--- src/rtl/blitreg_dec.sv ---
// rtl/blitreg_dec.sv - GPU register-window decoder with deferred protected writes
module blitreg_dec #(
  parameter int              AW        = 6,
  parameter int              NREG      = 48,
  parameter int              PROT_BASE = 16,
  parameter int              DW        = 32,
  parameter logic [NREG-1:0] RDMASK    = {NREG{1'b1}}
) (
  input  logic            sys_clk,
  input  logic            resetl,
  input  logic [23:0]     gpu_addr,
  input  logic [DW-1:0]   gpu_din,
  input  logic            gpu_memw,
  input  logic            bliten,
  input  logic            blit_back,
  input  logic [NREG-1:0] ldi,
  output logic [NREG-1:0] ld,
  output logic [DW-1:0]   ld_data,
  output logic [NREG-1:0] rd,
  output logic            gpu_wait,
  output logic            ovf,
  input  logic            ovf_clr
);

  typedef enum logic {IDLE, HOLD} state_t;

  localparam logic [AW:0]     NREG_W = (AW+1)'(NREG);
  localparam logic [AW:0]     PROT_W = (AW+1)'(PROT_BASE);
  localparam logic [NREG-1:0] ONE    = NREG'(1);

  state_t          state;
  logic [NREG-1:0] ld_r;
  logic [AW-1:0]   pend_idx;
  logic [DW-1:0]   pend_data;

  logic [AW-1:0] idx;
  logic          in_range;
  logic          prot;
  logic          wr_req;
  logic          rd_req;

  assign idx      = gpu_addr[AW+1:2];
  assign in_range = {1'b0, idx} < NREG_W;
  assign prot     = {1'b0, idx} >= PROT_W;
  assign wr_req   = bliten & gpu_memw & in_range;
  assign rd_req   = bliten & ~gpu_memw & in_range & RDMASK[idx];

  wire unused_addr = &{1'b0, gpu_addr[23:AW+2], gpu_addr[1:0]};

  assign ld = ld_r | ldi;

  always_ff @(posedge sys_clk) begin
    if (!resetl) begin
      state     <= IDLE;
      ld_r      <= '0;
      ld_data   <= '0;
      rd        <= '0;
      gpu_wait  <= 1'b0;
      ovf       <= 1'b0;
      pend_idx  <= '0;
      pend_data <= '0;
    end else begin
      ld_r <= '0;
      rd   <= '0;
      // set after clear so a simultaneous drop keeps ovf high
      if (ovf_clr)
        ovf <= 1'b0;
      if (wr_req && gpu_wait)
        ovf <= 1'b1;

      case (state)
        IDLE: begin
          if (wr_req && prot && blit_back) begin
            pend_idx  <= idx;
            pend_data <= gpu_din;
            gpu_wait  <= 1'b1;
            state     <= HOLD;
          end else if (wr_req) begin
            ld_r    <= ONE << idx;
            ld_data <= gpu_din;
          end
        end
        HOLD: begin
          if (!blit_back) begin
            ld_r      <= ONE << pend_idx;
            ld_data   <= pend_data;
            gpu_wait  <= 1'b0;
            pend_idx  <= '0;
            pend_data <= '0;
            state     <= IDLE;
          end
        end
        default: state <= IDLE;
      endcase

      if (rd_req)
        rd <= ONE << idx;
    end
  end

endmodule

--- config.mk ---
export PLATFORM = sky130hd
export DESIGN_NAME = blitreg_dec
export DESIGN_NICKNAME = d
export VERILOG_FILES = /design/src/rtl/blitreg_dec.sv
export SDC_FILE = /design/constraint.sdc
export NUM_CORES = 1
export LEC_CHECK = 0
export CORE_ASPECT_RATIO = 2
export CORE_MARGIN = 2
export CORE_UTILIZATION = 49
export DETAILED_ROUTE_END_ITERATION = 8
export PLACE_DENSITY = 0.92
export SLEW_MARGIN = 15
export SYNTH_ARGS = -nofsm -noshare
export SYNTH_HDL_FRONTEND = slang
export SYNTH_SLANG_ARGS = --single-unit
export TNS_END_PERCENT = 10
--- constraint.sdc ---
create_clock -name sys_clk -period 3.7 [get_ports sys_clk]
set_input_delay 0.555 -clock sys_clk [delete_from_list [all_inputs] [get_ports sys_clk]]
set_output_delay 0.555 -clock sys_clk [all_outputs]
set_load 0.02 [all_outputs]
==> results of run 1 <==
-- cell usage after synthesis (2+ instances only) --
cell	instances	share of area
nor2_1	55	0.029
nand4b_1	4	0.0050
nand3_1	44	0.031
nand4b_2	2	0.0043
dfxtp_1	169	0.48
or2_2	48	0.043
or2b_1	15	0.016
nor4b_1	3	0.0037
mux2i_1	70	0.10
nor2b_1	8	0.0071
clkbuf_2	3	0.0021
nand3b_1	3	0.0032
or4b_1	6	0.0086
clkbuf_8	4	0.0079
buf_6	10	0.016
nand4_1	18	0.016
buf_8	3	0.0064
nand2b_1	4	0.0036
nand2_1	103	0.055
a21boi_1	7	0.0075
nand4bb_1	2	0.0032
o22ai_1	32	0.029
dlygate4sd1_1	2	0.0025
nor4bb_1	3	0.0043
o211ai_1	32	0.034
and3b_1	3	0.0037
a21boi_0	11	0.012
buf_4	5	0.0054
clkbuf_1	22	0.012
buf_2	9	0.0064
or2b_2	15	0.019
-- through the flow --
stage               hold slack, ns  std cells  instance area, um2  setup WS (ns)    util
finish                      0.4617       1122                9729          1.317  0.6966
global route                0.4829       1122                9729          1.194  0.6966
CTS                         0.4643       1120                9724          1.302  0.6962
detailed placement          0.4536       1088                9123         0.8906  0.6531
global placement            0.4475       1088                9123         0.9312  0.6531
floorplan                   0.4447        730                7009          2.083       -
-- final cells by class --
| type | count | area [um2] |
|---|---|---|
| Clock buffer | 17 | 425.4 |
| Clock inverter | 15 | 176.4 |
| Timing Repair Buffer | 229 | 2295 |
| Fill cell | 1046 | 4238 |
| Sequential cell | 169 | 3385 |
| Multi-Input combinational cell | 501 | 3207 |
| Tap cell | 189 | 236.5 |
| Antenna cell | 2 | 5.005 |
-- worst min-delay path: cells and delay by family, from the launching register on --
kind	cells	cell delay, ns
flops	1	0.31
mux	1	0.06
simple gates	1	0.05
-- sequential cells by signal, summed over array words and instances (netlist names) --
name	flops
ld_data	32
rd	48
pend_data	32
state	1
gpu_wait	1
pend_idx	6
ld_r	48
ovf	1
-- worst max-delay path by stage --
| stage | endpoint | slack (ns) | start |
|---|---|---|---|
| 6_report | ld[20] | 1.32 | ldi[20] |
| 2_1_floorplan | ld_r[13] | 2.08 | gpu_addr[3] |
| 5_1_grt | rd[6] | 1.19 | gpu_addr[7] |
| 3_5_place_dp | pend_data[26] | 0.89 | gpu_addr[7] |
| 4_1_cts | ld[20] | 1.30 | ldi[20] |
| 3_3_place_gp | pend_data[17] | 0.93 | gpu_addr[7] |
-- placed cells by master, fill, tap and decap left out, drive strengths merged, types with 2 or more instances in the layout --
cell,instances
clkdlybuf4s50,220
dfxtp,169
nand2,103
mux2i,70
nor2,55
or2,48
nand3,45
o211ai,32
o22ai,32
or2b,30
nand4,18
a21boi,18
clkbuf,17
nor2b,9
buf,9
clkinv,8
or4b,6
inv,6
nand4b,6
nand2b,4
nor4b,4
and3b,3
nand3b,3
nor4bb,3
diode,2
nand4bb,2
and2b,2
-- logic make-up (layout without fill, tap and decap cells) --
logic type	count (synthesis)	after routing	synth area share
other	0	2	0
AO/OA/AOI/OAI	85	85	0.08658
flip-flops	169	169	0.4827
XOR/XNOR	1	1	0.001250
multiplexers	70	70	0.09996
buffers and inverters	60	261	0.06016
AND/OR/NAND/NOR	345	345	0.2694
-- routing by layer --
layer / part of all wire / wire length [um] / track usage / vias to the layer above
li1: - / - / - / 2898
met5: 0 / 0 / 0 / -
met2: 0.57 / 11070 / 0.4731 / 298
met1: 0.32 / 6129 / 0.2269 / 2796
met3: 0.055 / 1067 / 0.04439 / 74
met4: 0.051 / 986 / 0.1402 / 0
-- where the power goes --
part | internal (mW) | switching, mW | leakage [nW]
clock | 0.913 | 0.855 | 0.291
sequential | 1.85 | 0.0231 | 1.37
combinational | 0.253 | 0.228 | 2.18
==> results.toml, run 1 <==
[timing]
hold_viol = 0
slew_headroom = 0.4476
finalMaxSlewViolations = 0
finalSetupTns_ns = 0
rsz0062_at_grt = "false"
period_needed_ns = 2.383
finClkSkew_ns = 0.01400
post-route-period-util = 0.6440
fmax_mhz = 419.7
tightest_slew_ns = 0.8286
setup_viol = 0

[global_route]
grt_max_degree = 131
grt_pass1_vias = 5815
overflow = 0
antenna_found_initial = 1
grt_usage = 0.2461
grt_first_pass_wirelength_um = 29190

[worst_setup_path]
worst-path-stages = 3
start_kind = "primary input"
cp_top_family = "buffers and inverters"
reg2reg_to = "pend_data[19]"
cp_num_buf_inv = 2
rrSetupSlack_ns = 1.57
reg2reg_from = "state"
crit_path_end_kind = "output pin"
slowest_delay_ns = 0.55
ff2ff_path_depth = 5
worstPathRequired_ns = 3.14
cp_max_fo = 1
worst_path_max_delay_cell = "clkdlybuf4s50_1"
cp_common_cell = "clkdlybuf4s50_1"
critPathKind = "in -> out"
cp_cell_sequence = "clkdlybuf4s50_1, or2_2, clkdlybuf4s50_1"
cp.arrival_ns = 1.83

[clocking]
clock_sinks = 169
cts_buffers = 17
cts_root_buf = "clkbuf_16"
cts_tree = "done"
cts_max_level = 4
ctsHoldBuffers = 0
insertion_delay_ns = 0.43
postCtsSetupBuffers = 0
clock_path_buffers = 2
path_clk_slew_ns = 0.07
cts-resized-gates = 0

[routing]
via_per_inst = 5.406
drc = 0
num_vias = 6066
firstDrtPassIters = 7
wl_per_cell_um = 17.16
wl_um = 19250
initialDrtViolationCount = 457
ant_nets = 0

[place]
port_buffers = 221
gp_congestion = 0.9729
dpl.hpwl_um = 13950

[yosys]
synth_cell_types = 46
ys_seq_area_frac = 0.4827
synth-main-ff-cell = "dfxtp_1"
syn_area_per_cell_um2 = 9.602
synth.cell_area_mm2 = 0.007009
synth_nets = 840
synth-async-reset-ratio = 0
synth_edf_count = 0
ys_ff_latch = 169
synthCells = 730
yosysWarnings = 0

[die]
core_mm2 = 0.01397
die_w_um = 88.57
initial_core_util = 0.5018
core.rowCount = 61
die_area_mm2 = 0.01534
boundaryPins = 240
die_h_um = 173.1

[worst_hold_path]
hold_class = "reg -> reg"
hold_start = "ld_data[24]"
worstHoldEndpoint = "ld_data[24]"
min_path_cells = 2

[pwr]
leakage_nw = 3.835
p_per_area_mw_per_mm2 = 423.7
ir_worst_vdd_v = 0.0003574
total_power_mw = 4.122

[status]
status = "completed"

[layout]
fin_nets = 1028
drive_above_1_share = 0.1235
area_delta_synth_final_pct = 38.81

[run]
cap_violations = 0
(Power assumes the default switching activity.)
==> run 2, diff against run 1 <==
--- a/config.mk
+++ b/config.mk
@@ -7,9 +7,9 @@
 export LEC_CHECK = 0
 export CORE_ASPECT_RATIO = 2
 export CORE_MARGIN = 2
-export CORE_UTILIZATION = 49
+export CORE_UTILIZATION = 41
 export DETAILED_ROUTE_END_ITERATION = 8
-export PLACE_DENSITY = 0.92
+export PLACE_DENSITY = 0.83
 export SLEW_MARGIN = 15
 export SYNTH_ARGS = -nofsm -noshare
 export SYNTH_HDL_FRONTEND = slang
==> constraint.sdc (replaced) <==
create_clock -name sys_clk -period 2 [get_ports sys_clk]
set_input_delay 0.3 -clock sys_clk [delete_from_list [all_inputs] [get_ports sys_clk]]
set_output_delay 0.3 -clock sys_clk [all_outputs]
set_load 0.02 [all_outputs]
==> run 2 against run 1 <==
Net effect:
- core utilization decreased by 9.4 points
- worst setup slack worse by 1.2 ns
- final area increased by 3.9%
- hold slack worse by 0.14 ns
- first-iteration DRC count decreased by 56%
- register-to-register slack got worse by 1.2 ns
- combinational power is 96% higher
- sequential share of layout area fell by 1.3 points
- count of clock-buffer cells in the layout unchanged
- critical path depth decreased by 1
- global-route usage decreased by 2.8 points
- largest cell class unchanged
==> results.toml, run 2 (synthesis gave the netlist of run 1 again) <==
[status]
status = "completed"

[timing]
tightest_slew_ns = 0.4875
rsz0062_at_grt = "false"
fmax_mhz = 537.3
period_needed_ns = 1.861
setup_viol = 0
finClkSkew_ns = 0.01083
finalMaxSlewViolations = 0
hold_viol = 0
finalWorstSetupSlack_ns = 0.1388
slew_headroom = 0.6750
post-route-period-util = 0.9306

[layout]
fin_nets = 1065
final_cell_mix = "220 x clkdlybuf4s50_1, 168 x dfxtp_1, 103 x nand2_1"
fillCellCount = 1411
design_area_mm2 = 0.01011
area_delta_synth_final_pct = 44.20
stdcell_count = 1176
largestRegisters = "ld_r: 48 flops, rd: 48 flops"
drive_above_1_share = 0.1570
final_common_cell = "clkdlybuf4s50_1"

[global_route]
antenna_found_initial = 1
grt_pass1_vias = 5938
grt_first_pass_wirelength_um = 30130
grt_usage = 0.2186
overflow = 0
grt_max_degree = 74

[routing]
firstDrtPassIters = 4
ant_nets = 0
num_vias = 6058
wl_per_cell_um = 16.61
drc = 0
initialDrtViolationCount = 202
via_per_inst = 5.151
wl_um = 19530

[clocking]
path_clk_slew_ns = 0.07
clock_path_buffers = 2
cts_tree = "done"
cts_root_buf = "clkbuf_16"
cts-resized-gates = 0
postCtsSetupBuffers = 0
cts_max_level = 4
ctsHoldBuffers = 0
insertion_delay_ns = 0.43
clock_sinks = 169
cts_buffers = 17

[worst_setup_path]
cp.arrival_ns = 1.56
reg2reg_from = "pend_idx[2]"
start_kind = "register"
ff2ff_path_depth = 4
cp_max_fo = 1
crit_path_end_kind = "output pin"
startpoint = "ld_r[25]"
reg2reg_to = "ld_r[15]"
rrSetupSlack_ns = 0.35
worstPathRequired_ns = 1.70
critPathKind = "reg -> out"

[place]
port_buffers = 221
placed_area_mm2 = 0.009535
dpl.hpwl_um = 14790
place_ws_ns = -0.01063
gp_congestion = 0.9663
dp_cells = 1143

[worst_hold_path]
hold_start = "resetl"
worstHoldEndpoint = "state"
hold_class = "in -> reg"
min_path_cells = 3

[die]
boundaryPins = 240
die_w_um = 96.46
die_area_mm2 = 0.01822
core.rowCount = 67
initial_core_util = 0.4181
core_mm2 = 0.01677
die_h_um = 188.9

[pwr]
p_per_area_mw_per_mm2 = 751.0
ir_worst_vdd_v = 0.0005648
leakage_nw = 4.051

[run]
cap_violations = 0
## run 2: changes by cell type in the layout (fill, tap and decap cells not counted), moves of 2 or more
cell and delta:
clkinv_2 +2, buf_12 +9, buf_4 +28, inv_6 +3, inv_8 -3, clkinv_8 -5
## run 2: cell type report
class	instances	area [um2]	share of cell area
Clock inverter	15	143.9	0.01424
Clock buffer	17	425.4	0.04209
Sequential cell	169	3385	0.3349
Multi-Input combinational cell	501	3207	0.3173
Antenna cell	1	2.502	0.0002476
Tap cell	207	259.0	0.02563
Timing Repair Buffer	266	2685	0.2657
## run 2: how the worst max path moves through the flow
| stage | depth (start not counted) | slack, ns | endpoint |
|---|---|---|---|
| finish | 2 | 0.14 | ld[25] |
| global route | 2 | 0.09 | ld[25] |
| CTS | 2 | 0.12 | ld[25] |
| floorplan | 6 | 0.63 | pend_idx[4] |
| global placement | 5 | 0.006 | ld_r[7] |
| detailed placement | 5 | -0.01 | ld_r[7] |
## run 2: power by group
part	internal, mW	total (mW)	switching (mW)
Clock	1.74	3.18	1.44
Sequential	3.42	3.46	0.0380
Combinational	0.510	0.945	0.435
## run 2: metrics by stage
step           hold slack, ns  power [mW]    util  TNS [ns]
6_report               0.3220       7.591  0.6028         0
5_1_grt                0.3426       7.857  0.6028         0
4_1_cts                0.3030       7.661  0.6027         0
3_5_place_dp           0.4542       4.486  0.5687  -0.01063
3_3_place_gp           0.4452       4.470  0.5687         0
2_1_floorplan          0.4388       4.030       -         0
## run 2: per-layer routing
| layer | wire length [um] | global-route usage | share of wire |
|---|---|---|---|
| met5 | 0 | 0 | 0 |
| met3 | 921 | 0.03900 | 0.047 |
| met1 | 6458 | 0.2014 | 0.33 |
| met2 | 10990 | 0.4121 | 0.56 |
| met4 | 1158 | 0.1473 | 0.059 |
## run 2: worst max-delay path, cell delays in order, from the launching register on
cell             delay (ns)
dfxtp_1                0.32
or2_2                  0.27
clkdlybuf4s50_1        0.54
==> run 3, diff against run 2 <==
--- a/config.mk
+++ b/config.mk
@@ -5,11 +5,13 @@
 export SDC_FILE = /design/constraint.sdc
 export NUM_CORES = 1
 export LEC_CHECK = 0
+export CELL_PAD_IN_SITES_DETAIL_PLACEMENT = 0
+export CELL_PAD_IN_SITES_GLOBAL_PLACEMENT = 1
 export CORE_ASPECT_RATIO = 2
 export CORE_MARGIN = 2
-export CORE_UTILIZATION = 41
+export CORE_UTILIZATION = 36
 export DETAILED_ROUTE_END_ITERATION = 8
-export PLACE_DENSITY = 0.83
+export PLACE_DENSITY = 0.92
 export SLEW_MARGIN = 15
 export SYNTH_ARGS = -nofsm -noshare
 export SYNTH_HDL_FRONTEND = slang
==> constraint.sdc (replaced) <==
create_clock -name sys_clk -period 2.2 [get_ports sys_clk]
set_input_delay 0.33 -clock sys_clk [delete_from_list [all_inputs] [get_ports sys_clk]]
set_output_delay 0.33 -clock sys_clk [all_outputs]
set_load 0.02 [all_outputs]
==> run 3 against run 2 <==
Net effect:
- global-route usage shrank 2.4 points
- clock power shrank 8.2%
- critical path type unchanged
- cell count grew 3.7%
- combinational power shrank 10%
- die area grew 13%
- via count is essentially flat
==> results.toml, run 3 (synthesis gave the netlist of run 1 again) <==
[worst_setup_path]
reg2reg_from = "pend_idx[2]"
cp_num_buf_inv = 1
cp.arrival_ns = 1.56
cp_cell_sequence = "or2_2, clkdlybuf4s50_1"
cp_top_family = "buffers and inverters"
critPathKind = "reg -> out"
crit_path_end_kind = "output pin"
startpoint = "ld_r[26]"
start_kind = "register"
worstPathRequired_ns = 1.87
endpoint = "ld[26]"
cp_max_fo = 1
worst_path_max_delay_cell = "clkdlybuf4s50_1"
worst-path-stages = 2
ff2ff_path_depth = 4
rrSetupSlack_ns = 0.54
reg2reg_to = "ld_r[15]"
slowest_delay_ns = 0.54

[timing]
slew_headroom = 0.5784
tightest_slew_ns = 0.6316
finalSetupTns_ns = 0
finClkSkew_ns = 0.008661
rsz0062_at_grt = "false"
hold_viol = 0
finalMaxSlewViolations = 0
fmax_mhz = 528.5
timing.hold.ws_ns = 0.3693
setup_viol = 0
period_needed_ns = 1.892
post-route-period-util = 0.8600

[layout]
area_delta_synth_final_pct = 42.98
fillCellCount = 1778
stdcell_count = 1220
final_cell_mix = "220 x clkdlybuf4s50_1, 168 x dfxtp_1, 103 x nand2_1"
postLayoutCoreUtil = 0.5223
diodes = 0
drive_above_1_share = 0.1498
fin_nets = 1058
final_common_cell = "clkdlybuf4s50_1"
largestRegisters = "ld_r: 48 flops, rd: 48 flops"

[pwr]
p_switching_mw = 1.734
total_power_mw = 6.916
p_per_area_mw_per_mm2 = 690.1
p_seq_frac = 0.455
leakage_nw = 3.968
p_int_mw = 5.182
ir_worst_vdd_v = 0.0004948
power_frac_comb = 0.122
switching_share = 0.2507
power_frac_clock = 0.422

[clocking]
cts_tree = "done"
postCtsSetupBuffers = 0
ctsHoldBuffers = 0
cts_root_buf = "clkbuf_16"
insertion_delay_ns = 0.42
clock_sinks = 169
cts_max_level = 4
clock_path_buffers = 2
cts-resized-gates = 0
cts_buffers = 17
path_clk_slew_ns = 0.06

[routing]
wl_per_cell_um = 16.29
num_vias = 6057
drc = 0
firstDrtPassIters = 4
initialDrtViolationCount = 236
wl_um = 19870
via_per_inst = 4.965
ant_nets = 0

[global_route]
grt_max_degree = 69
grt_usage = 0.1950
grt_first_pass_wirelength_um = 30950
grt_pass1_vias = 5978
use_met3 = 0.03334
overflow = 0
grt_util_met1 = 0.1820
gr-max-usage-layer = "met2"
grt_use_met2 = 0.3723
antenna_found_initial = 0

[place]
dp_cells = 1188
gp_congestion = 0.8888
port_buffers = 221
dpl.hpwl_um = 14970

[die]
die_w_um = 102.7
core_mm2 = 0.01919
core.rowCount = 72
boundaryPins = 240
die_h_um = 201.3
die_area_mm2 = 0.02067
initial_core_util = 0.3653

[run]
cap_violations = 0

[worst_hold_path]
hold_class = "in -> reg"

[status]
status = "completed"
run 3: cell types whose count changed in the layout (fill, tap and decap cells not counted), sizes merged:
cell,change
clkbuf,+2
diode,-1
clkinv,-3
buf,-7
clkinvlp,+1
run 3: worst min-delay path by stage:
stage | startpoint | endpoint | slack, ns | cells past startpoint
final | resetl | pend_idx[1] | 0.37 | 3
after global routing | resetl | ld_r[13] | 0.40 | 2
after CTS | resetl | pend_idx[1] | 0.36 | 3
after detailed placement | ld_data[19] | ld_data[19] | 0.45 | 2
after global placement | ld_data[10] | ld_data[10] | 0.45 | 2
after floorplan | pend_data[23] | pend_data[23] | 0.44 | 2
run 3: per-stage QoR:
step,cell area (um2),setup slack (ns)
2_1_floorplan,7009,0.8083
3_3_place_gp,9448,0.1337
3_5_place_dp,9448,0.08060
4_1_cts,10020,0.2842
5_1_grt,10020,0.2644
6_report,10020,0.3079
run 3: power groups by stage:
stage               Clock (mW)  Sequential (mW)  Combinational (mW)
floorplan                    0             3.25               0.415
global placement             0             3.22               0.840
detailed placement           0             3.22               0.850
CTS                       2.98             3.15               0.852
global route              3.11             3.15               0.907
finish                    2.92             3.15               0.847
run 3: layer usage:
| metal | share of wire | up-vias |
|---|---|---|
| met4 | 0.057 | 0 |
| met3 | 0.051 | 54 |
| met5 | 0 | - |
| met2 | 0.56 | 222 |
| met1 | 0.33 | 2818 |
| li1 | - | 2963 |
run 3: worst reg2reg max path, delay by kind of cell (launching register included):
| family | cells | cell delay (ns) |
|---|---|---|
| flip-flops | 1 | 0.61 |
| buffers and inverters | 1 | 0.15 |
| AND/OR/NAND/NOR | 2 | 0.63 |
| AO/OA/AOI/OAI | 1 | 0.23 |
run 3: area by class of cell:
| type | count | area (um2) | area share |
|---|---|---|---|
| Tap cell | 259 | 324.1 | 0.03233 |
| Clock inverter | 13 | 131.4 | 0.01311 |
| Sequential cell | 169 | 3385 | 0.3377 |
| Clock buffer | 19 | 442.9 | 0.04419 |
| Timing Repair Buffer | 259 | 2532 | 0.2527 |
| Multi-Input combinational cell | 501 | 3207 | 0.3200 |
